File: config.mk
export PLATFORM = sky130hd
export DESIGN_NAME = load_store_unit_flat
export DESIGN_NICKNAME = d
export VERILOG_FILES = /design/src/rtl/load_store_unit_if.sv /design/src/rtl/load_store_unit.sv /design/src/flat_wrapper.sv
export SDC_FILE = /design/constraint.sdc
export NUM_CORES = 1
export LEC_CHECK = 0
export ABC_AREA = 1
export CAP_MARGIN = 5
export CORE_MARGIN = 5
export CORE_UTILIZATION = 53
export DETAILED_ROUTE_END_ITERATION = 8
export PLACE_DENSITY = 0.85
export SLEW_MARGIN = 5
export SYNTH_ARGS = -nofsm -noshare
export SYNTH_HDL_FRONTEND = slang
export SYNTH_SLANG_ARGS = --single-unit
File: constraint.sdc
create_clock -name clock -period 6.04 [get_ports clock]
set_input_delay 1.208 -clock clock [delete_from_list [all_inputs] [get_ports clock]]
set_output_delay 1.208 -clock clock [all_outputs]
set_load 0.02 [all_outputs]
File: src/rtl/load_store_unit_if.sv
// Core-side request/response and RAM-side word port of the load/store unit.
// The master side is the core plus RAM; the slave side is the load_store_unit.
interface load_store_unit_if #(
   parameter int dataW = 32
);
   logic             req;
   logic             we;
   logic [2:0]       funct3;
   logic [dataW-1:0] addr;
   logic [dataW-1:0] wdata;
   logic             ready;
   logic             done;
   logic             err;
   logic [dataW-1:0] rdata;
   logic [dataW-1:0] ramAddr;
   logic             ramWrite;
   logic [dataW-1:0] ramWdata;
   logic [dataW-1:0] ramRdata;

   modport master (
      output req, we, funct3, addr, wdata, ramRdata,
      input  ready, done, err, rdata, ramAddr, ramWrite, ramWdata
   );

   modport slave (
      input  req, we, funct3, addr, wdata, ramRdata,
      output ready, done, err, rdata, ramAddr, ramWrite, ramWdata
   );
endinterface

File: src/rtl/load_store_unit.sv
// Sequential RV32I load/store unit: one request at a time, sub-word stores by read-modify-write.
// Latency accept->done: reject 1, load/SW 2, SB/SH 3; requests are only taken while ready (IDLE).
module load_store_unit #(
   parameter int dataW       = 32,
   parameter int RAMAddrSize = 16
) (
   input logic             clock,
   input logic             reset,
   load_store_unit_if.slave bus
);

   typedef enum logic [2:0] {
      IDLE,
      LOAD,
      RMW_READ,
      WRITE,
      RESP
   } state_t;

   state_t      state;
   logic [2:0]  funct3_q;
   logic [1:0]  lane_q;
   logic [15:0] wdata_q;

   logic [dataW-1:0] le;
   logic [dataW-1:0] merged;
   logic [dataW-1:0] load_val;
   logic [dataW-1:0] word_p3;
   logic [7:0]       byte_v;
   logic [15:0]      half_v;
   logic             bad_funct3;
   logic             bad_range;
   logic             bad_align;
   logic             acc_ok;

   // RAM presents the lowest address in the top byte, so swap to little-endian.
   function automatic logic [dataW-1:0] bswap(input logic [dataW-1:0] x);
      return {x[7:0], x[15:8], x[23:16], x[31:24]};
   endfunction

   always_comb begin
      bad_funct3 = 1'b0;
      if (bus.we) begin
         bad_funct3 = !(bus.funct3 == 3'b000 || bus.funct3 == 3'b001 || bus.funct3 == 3'b010);
      end else begin
         bad_funct3 = (bus.funct3 == 3'b011 || bus.funct3 == 3'b110 || bus.funct3 == 3'b111);
      end
      bad_range = |bus.addr[dataW-1:RAMAddrSize];
      bad_align = 1'b0;
      if (bus.funct3[1:0] == 2'b01) begin
         bad_align = bus.addr[0];
      end else if (bus.funct3[1:0] == 2'b10) begin
         bad_align = |bus.addr[1:0];
      end
      acc_ok = !bad_funct3 && !bad_range && !bad_align;
      // Word base plus 3 only touches the two cleared low bits, so no carry exists.
      word_p3 = {bus.addr[dataW-1:2], 2'b11};
   end

   always_comb begin
      le     = bswap(bus.ramRdata);
      byte_v = le[{lane_q, 3'b000} +: 8];
      half_v = le[{lane_q[1], 4'b0000} +: 16];
      case (funct3_q)
         3'b000:  load_val = {{24{byte_v[7]}}, byte_v};
         3'b100:  load_val = {24'h000000, byte_v};
         3'b001:  load_val = {{16{half_v[15]}}, half_v};
         3'b101:  load_val = {16'h0000, half_v};
         default: load_val = le;
      endcase
      merged = le;
      if (funct3_q[1:0] == 2'b00) begin
         merged[{lane_q, 3'b000} +: 8] = wdata_q[7:0];
      end else begin
         merged[{lane_q[1], 4'b0000} +: 16] = wdata_q;
      end
   end

   always_ff @(posedge clock or negedge reset) begin
      if (!reset) begin
         state        <= IDLE;
         funct3_q     <= 3'b000;
         lane_q       <= 2'b00;
         wdata_q      <= 16'h0000;
         bus.ready    <= 1'b1;
         bus.done     <= 1'b0;
         bus.err      <= 1'b0;
         bus.rdata    <= '0;
         bus.ramAddr  <= '0;
         bus.ramWrite <= 1'b0;
         bus.ramWdata <= '0;
      end else begin
         bus.done     <= 1'b0;
         bus.err      <= 1'b0;
         bus.ramWrite <= 1'b0;
         case (state)
            IDLE: begin
               if (bus.req) begin
                  funct3_q  <= bus.funct3;
                  lane_q    <= bus.addr[1:0];
                  wdata_q   <= bus.wdata[15:0];
                  bus.ready <= 1'b0;
                  if (!acc_ok) begin
                     state    <= RESP;
                     bus.done <= 1'b1;
                     bus.err  <= 1'b1;
                  end else if (!bus.we) begin
                     state       <= LOAD;
                     bus.ramAddr <= word_p3;
                  end else if (bus.funct3 == 3'b010) begin
                     state        <= WRITE;
                     bus.ramAddr  <= word_p3;
                     bus.ramWrite <= 1'b1;
                     bus.ramWdata <= bswap(bus.wdata);
                  end else begin
                     state       <= RMW_READ;
                     bus.ramAddr <= word_p3;
                  end
               end
            end
            LOAD: begin
               state       <= RESP;
               bus.rdata   <= load_val;
               bus.done    <= 1'b1;
               bus.ramAddr <= '0;
            end
            RMW_READ: begin
               state        <= WRITE;
               bus.ramWrite <= 1'b1;
               bus.ramWdata <= bswap(merged);
            end
            WRITE: begin
               state        <= RESP;
               bus.done     <= 1'b1;
               bus.ramAddr  <= '0;
               bus.ramWdata <= '0;
            end
            RESP: begin
               state     <= IDLE;
               bus.ready <= 1'b1;
            end
            default: begin
               state     <= IDLE;
               bus.ready <= 1'b1;
            end
         endcase
      end
   end

endmodule

File: src/flat_wrapper.sv
// flat-port wrapper written by rule: the top's interface ports become plain ports
module load_store_unit_flat 
#(
   parameter int dataW       = 32,
   parameter int RAMAddrSize = 16
)
  (clock, reset, bus_req, bus_we, bus_funct3, bus_addr, bus_wdata, bus_ramRdata, bus_ready, bus_done, bus_err, bus_rdata, bus_ramAddr, bus_ramWrite, bus_ramWdata);
  load_store_unit_if #(.dataW(dataW)) bus_i ();
  input logic clock;
  input logic reset;
  input wire logic [$bits(bus_i.req)-1:0] bus_req;
  input wire logic [$bits(bus_i.we)-1:0] bus_we;
  input wire logic [$bits(bus_i.funct3)-1:0] bus_funct3;
  input wire logic [$bits(bus_i.addr)-1:0] bus_addr;
  input wire logic [$bits(bus_i.wdata)-1:0] bus_wdata;
  input wire logic [$bits(bus_i.ramRdata)-1:0] bus_ramRdata;
  output wire logic [$bits(bus_i.ready)-1:0] bus_ready;
  output wire logic [$bits(bus_i.done)-1:0] bus_done;
  output wire logic [$bits(bus_i.err)-1:0] bus_err;
  output wire logic [$bits(bus_i.rdata)-1:0] bus_rdata;
  output wire logic [$bits(bus_i.ramAddr)-1:0] bus_ramAddr;
  output wire logic [$bits(bus_i.ramWrite)-1:0] bus_ramWrite;
  output wire logic [$bits(bus_i.ramWdata)-1:0] bus_ramWdata;
  assign bus_i.req = bus_req;
  assign bus_i.we = bus_we;
  assign bus_i.funct3 = bus_funct3;
  assign bus_i.addr = bus_addr;
  assign bus_i.wdata = bus_wdata;
  assign bus_i.ramRdata = bus_ramRdata;
  assign bus_ready = bus_i.ready;
  assign bus_done = bus_i.done;
  assign bus_err = bus_i.err;
  assign bus_rdata = bus_i.rdata;
  assign bus_ramAddr = bus_i.ramAddr;
  assign bus_ramWrite = bus_i.ramWrite;
  assign bus_ramWdata = bus_i.ramWdata;
  load_store_unit #(.dataW(dataW), .RAMAddrSize(RAMAddrSize)) u_core (.clock(clock), .reset(reset), .bus(bus_i));
endmodule
Word level (Yosys, flattened, before mapping):

Cells that the tools add are included.
W data, S select, Z words.

* eq/ne operators: 17
* mux-type cells: 31
* shifts and indexed selects: 6
* reductions and logical operators: 24
* bitwise operators: 1
* add/subtract/negate cells: 2

Operators by type and width (number)
* $mux W32: 7
* $pmux W32 S4: 1
* $pmux W32 S3: 1
* $bwmux W32: 2
* $pmux W32 S2: 1
* $shift A16 B7 Y32 const A: 1
* $shift A8 B7 Y32 const A: 1
* $shiftx A16 B7 Y32: 1
* $shiftx A32 B6 Y16: 1
* $shiftx A32 B6 Y8: 1
* $shiftx A8 B7 Y32: 1
* $reduce_or A16 Y1: 1
* $neg A5 Y7: 2
* $eq A3 B2 Y1 const B: 4
* $eq A3 B3 Y1 const B: 4
* $mux W1: 12
* $eq A3 B1 Y1 const B: 3
* $logic_not A3 Y1: 3
* $mux W3: 3
* $pmux W3 S3: 1
* $pmux W1 S2: 3
* $reduce_and A5 Y1: 1
* $logic_not A1 Y1: 4
* $logic_or A1 B1 Y1: 4
* other kinds (13): 18

* output and inout bits: 100
* bits in registers: 124
* word-level logic and storage cells: 92
* input port bits: 103

Logic depth before layout (Yosys ltp):

Gate-level depths: netlist of run 1.

* depth in word-level cells: 11
* depth in mapped cells: 12

Worst setup path before layout of run 1:

Ideal clock, no wire load.

* path type: input -> register
* from: in bus_addr[19]
* to: reg u_core.bus.ramAddr[21]
* arrival time: 2.117 ns
* setup slack: 3.808 ns
* setup time: 0.115 ns
* stages: 9
* cell sequence: nor2_1 nand2_1 nor2_1 nand2_1 o21ai_4 nand2_2 inv_2 buf_6 nor2_1

* longest elaborated chain between the ends: 6

RTL lines
* start: declaration: RTL line flat_wrapper.sv:14 `input wire logic [$bits(bus_i.addr)-1:0] bus_addr;`
* $reduce_or A16 Y1: RTL line load_store_unit.sv:48 `bad_range = |bus.addr[dataW-1:RAMAddrSize];`
* $logic_not A1 Y1: RTL line load_store_unit.sv:55 `acc_ok = !bad_funct3 && !bad_range && !bad_align;`
* $logic_and A1 B1 Y1 (2 in series): RTL line load_store_unit.sv:55
* $ne A2 B1 Y1 (no source line)
* $reduce_and A3 Y1 (no source line)
* end signal: assignment: RTL line load_store_unit.sv:109 `bus.ramAddr <= word_p3;`
* end signal: assignment: RTL line load_store_unit.sv:112 `bus.ramAddr <= word_p3;`
* end signal: assignment: RTL line load_store_unit.sv:117 `bus.ramAddr <= word_p3;`
* end: declaration: RTL line load_store_unit_if.sv:27 `output ready, done, err, rdata, ramAddr, ramWrite, ramWdata`

No other way between the ends.
A chain may end at the register's enable or synchronous reset.

Worst setup path after layout of run 1:

* from: in bus_funct3[0]
* to: reg u_core.bus.ramWdata[10]

* longest elaborated chain between the ends: 10
* elaborated cells on any way between the ends: 23

RTL lines
* start: declaration: RTL line flat_wrapper.sv:13 `input wire logic [$bits(bus_i.funct3)-1:0] bus_funct3;`
* $eq A3 B1 Y1 or $logic_not A3 Y1 (tied branches): RTL line load_store_unit.sv:44 `bad_funct3 = !(bus.funct3 == 3'b000 || bus.funct3 == 3'b001 || bus.funct3 == 3'b010);`
* $logic_or A1 B1 Y1 (2 in series): RTL line load_store_unit.sv:44
* $logic_not A1 Y1: RTL line load_store_unit.sv:44
* $mux W1: RTL line load_store_unit.sv:43 `if (bus.we) begin`
* $logic_not A1 Y1: RTL line load_store_unit.sv:55
* $logic_and A1 B1 Y1 (2 in series): RTL line load_store_unit.sv:55
* $ne A2 B1 Y1 (no source line)
* $reduce_and A5 Y1 (no source line) *
* end signal: assignment: RTL line load_store_unit.sv:114 `bus.ramWdata <= bswap(bus.wdata);`
* end signal: assignment: RTL line load_store_unit.sv:130 `bus.ramWdata <= bswap(merged);`
* end: declaration: RTL line load_store_unit_if.sv:27

Mark *: on every way between the ends. The rest lies on a longest branch, timed or not.

==> results.cfg, run 1 <==
[finish]
fill_cells = 1035
synthToLayoutAreaGrowth_pct = 36.1
num-nets-final = 1331
regArea_mm2 = 0.00308
multi_input_area_mm2 = 0.00344
instances_no_fill = 1409
drive_above_1_share = 0.0600
diodes = 0

[logic_synthesis]
synth_flop_cell = dfrtp_1
netlist_top_cells_area = dfrtp_1 (42%), nand2_1 (18%), nand3_1 (6.6%)
ys_ff_latch = 123
syn_avg_cell_area_um2 = 6.86
synthCells = 1057
ys_top_cells_by_count = nand2_1 (357), dfrtp_1 (122), inv_1 (109), nor2_1 (109), nand3_1 (96)
synth_top_area_frac = 0.421
synth_edf_count = 0
synth_cell_types = 28
syn_nets = 1165
yosysSeqAreaShare = 0.425
synth_top_area_cell = dfrtp_1
synth.cell_area_mm2 = 0.00725
synth.most_common_cell = nand2_1
ys_async_sr_fraction = 1.00
ys_warn_count = 0

[timing]
max_slew_margin = 0.220
fin_skew_ns = 0.0120
drv_slew = 0
rsz0062_at_grt = no
tns_ns = 0
setup_ws_ns = 2.66
max_freq_mhz = 295
period_needed_ns = 3.38
hold_viol = 0
post-route-period-util = 0.560
setup_viol = 0
tightest_slew_ns = 1.17

[cts]
cts_tree = built
cts_setup_buffers = 0
clkSlewWorstSetupHoldPaths_ns = 0.05
postCtsResizedCells = 0
clkLatencyLatePin_ns = 0.42
cts_max_level = 4
cts-root-buf = clkbuf_16
cts.sinks = 123
cts_hold_buf = 0
cts.path.max_buffers = 2
cts_made_buffers = 17

[worst_setup_path]
critPathMaxFanout = 32
reg2reg_slack_ns = 2.80
cp_cell_sequence = clkdlybuf4s50_1, inv_2, nand2_1, nand2_1, nand2_1, nand2_1, o21ai_4, buf_4, nand2_2, nand2_1, nand2_1
startpoint_type = input port
critical_path_arrival_ns = 3.68
critPathMaxStageDelay_ns = 0.51
crit_type = input port to flop
r2r_start = u_core.lane_q[1]
critPathCaptureType = flop
critPathSlowestCell = clkdlybuf4s50_1
path_delay_family = buffers and inverters
cp_common_cell = nand2_1
rr_worst_depth = 10
critPathRequiredTime_ns = 6.34
path_buf_inv = 3
reg2reg_to = u_core.bus.ramWdata[1]

[placed_design]
port_buffers = 202
hpwl_um = 15800
dp_cells = 1380
gp_congestion = 0.946
dp_slack_ns = 2.25

[worst_hold_path]
hp-class = flop to flop
worstHoldEndpoint = u_core.bus.ramWdata[9]
hp-start = u_core.bus.ramWdata[9]
hold_depth = 2

[power_and_ir_drop]
p_per_area_mw_per_mm2 = 286
p_leak_nw = 4.93
max-vdd-ir-drop_v = 0.000188

[floorplan]
die_y_um = 127
initial_core_util = 0.543
core-area_mm2 = 0.0133
rows = 42
die_w_um = 127
pin_count = 203
dieArea_mm2 = 0.0161

[run]
max-cap-violations = 0

[routing]
postRouteWirelength_um = 22300
via_count = 7560
viasPerCell = 5.37
firstDrtPassIters = 5
avgRoutedWirePerCell_um = 15.8
drt_iter0_drc = 810
ant_nets = 0
drcViolationCount = 0

[global_routing]
grt_antenna_before_repair = 0
grt.overflow.total = 0
grt_pass1_vias = 7133
grt_max_degree = 87
grt_pass1_wl_um = 36400
track_usage = 0.281

[outcome]
outcome = completed
==> layout make-up <==
class	instances	share of cell area
inverter	116	0.0441
sequential	123	0.312
clock inverter	7	0.0141
clock buffer	22	0.0491
tap	176	0.0223
timing repair buffer	208	0.209
multi-input combinational	757	0.349
==> metal layers <==
| metal | routed length, um | up-vias | GRT usage |
|---|---|---|---|
| li1 | - | 3672 | - |
| met1 | 8930 | 3432 | 0.360 |
| met2 | 10500 | 389 | 0.450 |
| met3 | 1970 | 67 | 0.0681 |
| met4 | 931 | 0 | 0.132 |
| met5 | 0 | - | 0 |
==> cell families (layout without fill, tap and decap cells) <==
group           Yosys count  after routing  share of synthesized area
simple gates            597            597                      0.341
flops                   123            123                      0.425
compound gates          155            155                      0.125
buf+inv                 177            353                      0.100
fa+ha+maj                 5              5                    0.00863
==> worst max-delay path by stage <==
stage	start	end	cells after the start
finish	bus_funct3[0]	u_core.bus.ramWdata[10]	11
global route	bus_funct3[2]	u_core.bus.ramWdata[1]	10
CTS	bus_funct3[0]	u_core.bus.ramWdata[6]	11
detailed placement	bus_funct3[0]	u_core.bus.ramWdata[23]	11
global placement	bus_funct3[0]	u_core.bus.ramWdata[10]	11
floorplan	bus_addr[19]	u_core.bus.ramAddr[21]	9
==> report_power, final <==
part           internal [mW]  switching, mW  total, mW
combinational          0.312          0.436      0.749
sequential             0.922         0.0725      0.995
clock                  0.725          0.352       1.08
==> state kept, by name, indices dropped and copies added (netlist names) <==
signal,cells
u_core.bus.ramWrite,1
u_core.lane_q,2
u_core.state,3
u_core.bus.ready,1
u_core.bus.done,1
u_core.bus.err,1
u_core.bus.rdata,32
u_core.funct3_q,3
u_core.wdata_q,16
u_core.bus.ramAddr,31
u_core.bus.ramWdata,32
==> metrics by stage <==
step	hold slack (ns)	power (mW)	cell area (um2)	utilization
after detailed placement	0.458	1.74	9240	0.693
after CTS	0.471	2.83	9870	0.739
after global placement	0.453	1.73	9240	0.693
after global routing	0.486	2.95	9870	0.739
final	0.467	2.82	9870	0.739
after floorplan	0.471	1.42	7250	-
==> layout by cell type, fill, tap and decap left out, drive strengths merged, types with 5 or more instances in the layout <==
master	netlist	routed
nand2	365	365
or2	16	16
nand3	96	96
o211ai	26	26
clkdlybuf4s50	0	201
o2111ai	7	7
inv	116	116
nand3b	8	8
o21ai	92	92
a21oi	22	22
dfrtp	122	122
clkbuf	24	22
buf	37	7
nor2	111	111
ha	5	5
==> worst min-delay path, cell delays in order, from the launching register on <==
cell and delay [ns]:
dfrtp_1 0.34, nand2_1 0.05, nand2_1 0.04
No activity file was read; power rests on OpenSTA's default activity.
==> run 2, diff against run 1 <==
Settings changed: CORE_UTILIZATION 53 to 44, PLACE_DENSITY 0.85 to 0.75.
Clock period 6.04 ns to 3.1 ns, I/O delays scaled along.
==> run 2 against run 1 <==
Register-to-register slack got worse by 2.1 ns. Setup slack got worse by 2.0 ns. Global-route usage fell by 4.3 points. Sequential power rose by 96%. Die area rose by 19%. First-iteration DRC count fell by 20%. Critical path depth fell by 2. Design area rose by 0.60%. Largest power group is now sequential cells. Cell count rose by 3.8%. Clock power rose by 74%.
==> results.cfg, run 2 (same netlist as run 1, synthesis figures left out) <==
[timing]
rsz0062_at_grt = no
fin_skew_ns = 0.0106
period_needed_ns = 2.41
max_slew_margin = 0.514
drv_slew = 0
post-route-period-util = 0.776
setup_viol = 0
max_freq_mhz = 416
tightest_slew_ns = 0.727
hold_viol = 0
tns_ns = 0

[cts]
cts_tree = built
cts_hold_buf = 0
cts_max_level = 4
cts_made_buffers = 17
cts.sinks = 123
clkLatencyLatePin_ns = 0.42
cts-root-buf = clkbuf_16
cts.path.max_buffers = 2
clkSlewWorstSetupHoldPaths_ns = 0.06
postCtsResizedCells = 0
cts_setup_buffers = 0

[routing]
avgRoutedWirePerCell_um = 15.6
via_count = 7444
drt_iter0_drc = 645
viasPerCell = 5.09
firstDrtPassIters = 7
drcViolationCount = 0
ant_nets = 0
postRouteWirelength_um = 22800

[worst_setup_path]
reg2reg_slack_ns = 0.69
critical_path_arrival_ns = 2.76
r2r_start = u_core.lane_q[1]
rr_worst_depth = 9
reg2reg_to = u_core.bus.ramWdata[2]
critPathCaptureType = flop
startpoint_type = flop
crit_type = flop to flop
critPathMaxFanout = 23
critPathLaunch = u_core.lane_q[1]
critPathRequiredTime_ns = 3.46

[placed_design]
gp_congestion = 0.911
port_buffers = 202
hpwl_um = 16700

[finish]
final_common_cell = nand2_1
final_cell_mix = nand2_1 (356), clkdlybuf4s50_1 (201), dfrtp_1 (121)
diodes = 0
final_core_util = 0.607
num-nets-final = 1338
drive_above_1_share = 0.0676
largestRegisters = u_core.bus.ramWdata: 32 flops, u_core.bus.rdata: 32 flops, u_core.bus.ramAddr: 31 flops
synthToLayoutAreaGrowth_pct = 36.9

[floorplan]
rows = 47
die_y_um = 138
dieArea_mm2 = 0.0191
pin_count = 203
die_w_um = 138
initial_core_util = 0.443
core-area_mm2 = 0.0163

[power_and_ir_drop]
p_per_area_mw_per_mm2 = 533
power_frac_seq = 0.368
p_leak_nw = 4.93
intPower_mw = 3.54
max-vdd-ir-drop_v = 0.000370
clkPwrFrac = 0.356
swShare = 0.332
combPwrFrac = 0.276
p_switching_mw = 1.76
total_power_mw = 5.29

[global_routing]
grt.overflow.total = 0
grt_max_degree = 65
grt_antenna_before_repair = 0
grt_pass1_vias = 7189
track_usage = 0.238
grt_pass1_wl_um = 37200

[worst_hold_path]
hp-class = input port to asynchronous set/reset pin

[outcome]
outcome = completed

[run]
max-cap-violations = 0
==> run 2: cell types whose count changed in the layout (fill, tap and decap cells not counted), sizes merged <==
cell,previous run,this run
bufinv,4,1
buf,7,14
clkinvlp,0,4
clkbuf,22,19
clkinv,3,6
inv,116,118
==> run 2: metrics by stage <==
stage	hold WS (ns)	setup slack (ns)	area, um2	cells
after global placement	0.452	0.669	9360	1431
after detailed placement	0.461	0.590	9360	1431
after floorplan	0.324	1.10	7250	1057
final	0.170	0.695	9930	1463
after global routing	0.202	0.426	9930	1463
after CTS	0.179	0.745	9930	1463
==> run 2: final cells by class <==
type                    count  area, um2
repair buffers            215       2130
well taps                 220        275
clock inverters            13        119
inverters                 116        435
fillers                  1512       6420
flip-flops and latches    123       3080
multi-input cells         757       3440
clock buffers              19        443
==> run 2: worst max path at each step <==
stage / end / slack (ns) / cells past startpoint
detailed placement: u_core.bus.ramWdata[30] / 0.59 / 10
global route: u_core.bus.ramWdata[2] / 0.43 / 9
CTS: u_core.bus.ramWdata[2] / 0.75 / 9
finish: u_core.bus.ramWdata[2] / 0.69 / 9
floorplan: u_core.bus.ramWdata[29] / 1.10 / 12
global placement: u_core.bus.ramAddr[16] / 0.67 / 6
==> run 2: worst max-delay path: stages (launching register included) <==
cell and delay [ns]:
dfrtp_2 0.63, inv_1 0.16, ha_1 0.33, inv_1 0.39
nand3_1 0.20, o21ai_0 0.20, nand3_1 0.16, nand2_1 0.11
nand3_1 0.07, nand2_1 0.10
==> run 2: routing by layer <==
layer / share of wire / GRT usage / up-vias
met5: 0 / 0 / -
met1: 0.42 / 0.303 / 3424
met2: 0.48 / 0.393 / 306
met3: 0.077 / 0.0639 / 36
met4: 0.027 / 0.0848 / 0
li1: - / - / 3678
==> run 2: power by group through the flow <==
stage / logic, mW / clock network (mW) / registers [mW]
after floorplan: 0.639 / 0 / 2.12
after global placement: 1.43 / 0 / 1.97
after detailed placement: 1.46 / 0 / 1.97
after CTS: 1.47 / 1.91 / 1.95
after global routing: 1.61 / 1.98 / 1.98
final: 1.46 / 1.88 / 1.95
==> run 3, diff against run 2 <==
Settings changed: CORE_UTILIZATION 44 to 49, PLACE_DENSITY 0.75 to 0.8.
Clock period 3.1 ns to 2.4 ns, I/O delays scaled along.
==> run 3 against run 2 <==
Setup slack worse by 0.43 ns. Largest power group is now the clock network. Critical path type unchanged. Non-clock buffer count up 11. Die area down 9.5%. Critical endpoint is now u_core.bus.ramWdata[1]. Sequential cell count unchanged. Design area up 1.1%. Core utilization up 8.3 points. First-iteration DRC count up 6.4%. Sequential share of layout area down 0.34 points.
==> results.cfg, run 3 (same netlist as run 1, synthesis figures left out) <==
[worst_setup_path]
cp_cell_sequence = inv_1, ha_1, inv_1, nand3_1, o21ai_0, nand3_1, nand2_1, nand3_1, nand2_1
cp_common_cell = nand3_1
critPathSlowestCell = dfrtp_2
reg2reg_to = u_core.bus.ramWdata[1]
startpoint_type = flop
crit_type = flop to flop
r2r_start = u_core.lane_q[1]
rr_worst_depth = 9
critPathMaxStageDelay_ns = 0.46
critical_path_arrival_ns = 2.49
critPathMaxFanout = 16
critPathRequiredTime_ns = 2.76
endpoint = u_core.bus.ramWdata[1]
critPathLaunch = u_core.lane_q[1]
reg2reg_slack_ns = 0.27
critPathCaptureType = flop

[power_and_ir_drop]
max-vdd-ir-drop_v = 0.000473
p_per_area_mw_per_mm2 = 699
p_leak_nw = 5.01

[finish]
final_common_cell = nand2_1
largestRegisters = u_core.bus.ramWdata: 32 flops, u_core.bus.rdata: 32 flops, u_core.bus.ramAddr: 31 flops
num-nets-final = 1349
synthToLayoutAreaGrowth_pct = 38.5
drive_above_1_share = 0.0758
final_cell_mix = nand2_1 (356), clkdlybuf4s50_1 (201), dfrtp_1 (121)
diodes = 0
fill_cells = 1258

[cts]
cts-root-buf = clkbuf_16
clkLatencyLatePin_ns = 0.43
cts_max_level = 4
cts.path.max_buffers = 2
cts_hold_buf = 0
cts_tree = built
cts_made_buffers = 17
postCtsResizedCells = 0
clkSlewWorstSetupHoldPaths_ns = 0.06
cts_setup_buffers = 0
cts.sinks = 123

[placed_design]
hpwl_um = 16300
gp_congestion = 0.947
port_buffers = 202

[routing]
firstDrtPassIters = 5
drt_iter0_drc = 686
avgRoutedWirePerCell_um = 15.8
postRouteWirelength_um = 22800
ant_nets = 0
via_count = 7591
drcViolationCount = 0
viasPerCell = 5.28

[timing]
hold-worst-slack_ns = 0.000598
max_freq_mhz = 469
tightest_slew_ns = 0.510
hold_viol = 0
tns_ns = 0
period_needed_ns = 2.13
rsz0062_at_grt = no
post-route-period-util = 0.888
fin_skew_ns = 0.0108
drv_slew = 0
setup_viol = 0
max_slew_margin = 0.658

[floorplan]
rows = 44
pin_count = 203
initial_core_util = 0.499
die_y_um = 132
dieArea_mm2 = 0.0173
die_w_um = 132
core-area_mm2 = 0.0145

[global_routing]
grt_pass1_vias = 7382
grt.overflow.total = 0
grt_max_degree = 65
grt_pass1_wl_um = 37000
grt_antenna_before_repair = 0
track_usage = 0.260

[worst_hold_path]
hp-class = input port to asynchronous set/reset pin

[run]
max-cap-violations = 0

[outcome]
outcome = completed
-- run 3: cell types whose count changed in the layout (fill, tap and decap cells not counted), sizes merged --
| cell | previous run | this run |
|---|---|---|
| clkinv | 6 | 5 |
| clkinvlp | 4 | 3 |
| clkbuf | 19 | 20 |
| bufinv | 1 | 2 |
| buf | 14 | 25 |
-- run 3: worst min path at each step --
stage                                startpoint                     to  cells after the start
final                                     reset     u_core.funct3_q[1]                      1
after global routing                      reset     u_core.funct3_q[1]                      1
after CTS                                 reset     u_core.wdata_q[15]                      1
after detailed placement                  reset     u_core.funct3_q[1]                      1
after global placement    u_core.bus.ramAddr[5]  u_core.bus.ramAddr[5]                      2
after floorplan                           reset        u_core.bus.done                      0
-- run 3: report_power, final --
part	switching [mW]	internal [mW]	leakage [nW]
sequential	0.186	2.32	1.54
clock	0.982	1.59	0.283
combinational	1.11	0.824	3.19
total	2.28	4.74	5.01
-- run 3: cell type report --
type | count | area (um2) | share of cell area
multi-input cells | 757 | 3440 | 0.343
inverters | 116 | 435 | 0.0434
well taps | 184 | 230 | 0.0229
clock inverters | 12 | 140 | 0.0140
clock buffers | 20 | 457 | 0.0455
flip-flops and latches | 123 | 3080 | 0.307
repair buffers | 226 | 2250 | 0.224
-- run 3: routing by layer --
metal | GRT usage | part of all wire | wire length, um
met1 | 0.318 | 0.40 | 9170
met2 | 0.432 | 0.47 | 10700
met3 | 0.0703 | 0.090 | 2050
met4 | 0.112 | 0.039 | 894
met5 | 0 | 0 | 0
-- run 3: critical path, delay by kind of cell (launching register included) --
kind	cells	cell delay (ns)
and+or+nand+nor	5	0.59
buffers and inverters	2	0.52
DFF	1	0.46
adders and majority gates	1	0.30
AOI/OAI and AO/OA	1	0.18
-- run 3: through the flow --
| stage | setup WS (ns) | total power [mW] | utilization | area, um2 | instances |
|---|---|---|---|---|---|
| after floorplan | 0.401 | 3.56 | - | 7250 | 1057 |
| after global placement | 0.203 | 4.42 | 0.649 | 9440 | 1406 |
| after detailed placement | 0.158 | 4.45 | 0.649 | 9440 | 1406 |
| after CTS | 0.317 | 7.05 | 0.691 | 10000 | 1438 |
| after global routing | 0.0249 | 7.36 | 0.691 | 10000 | 1438 |
| final | 0.269 | 7.02 | 0.691 | 10000 | 1438 |
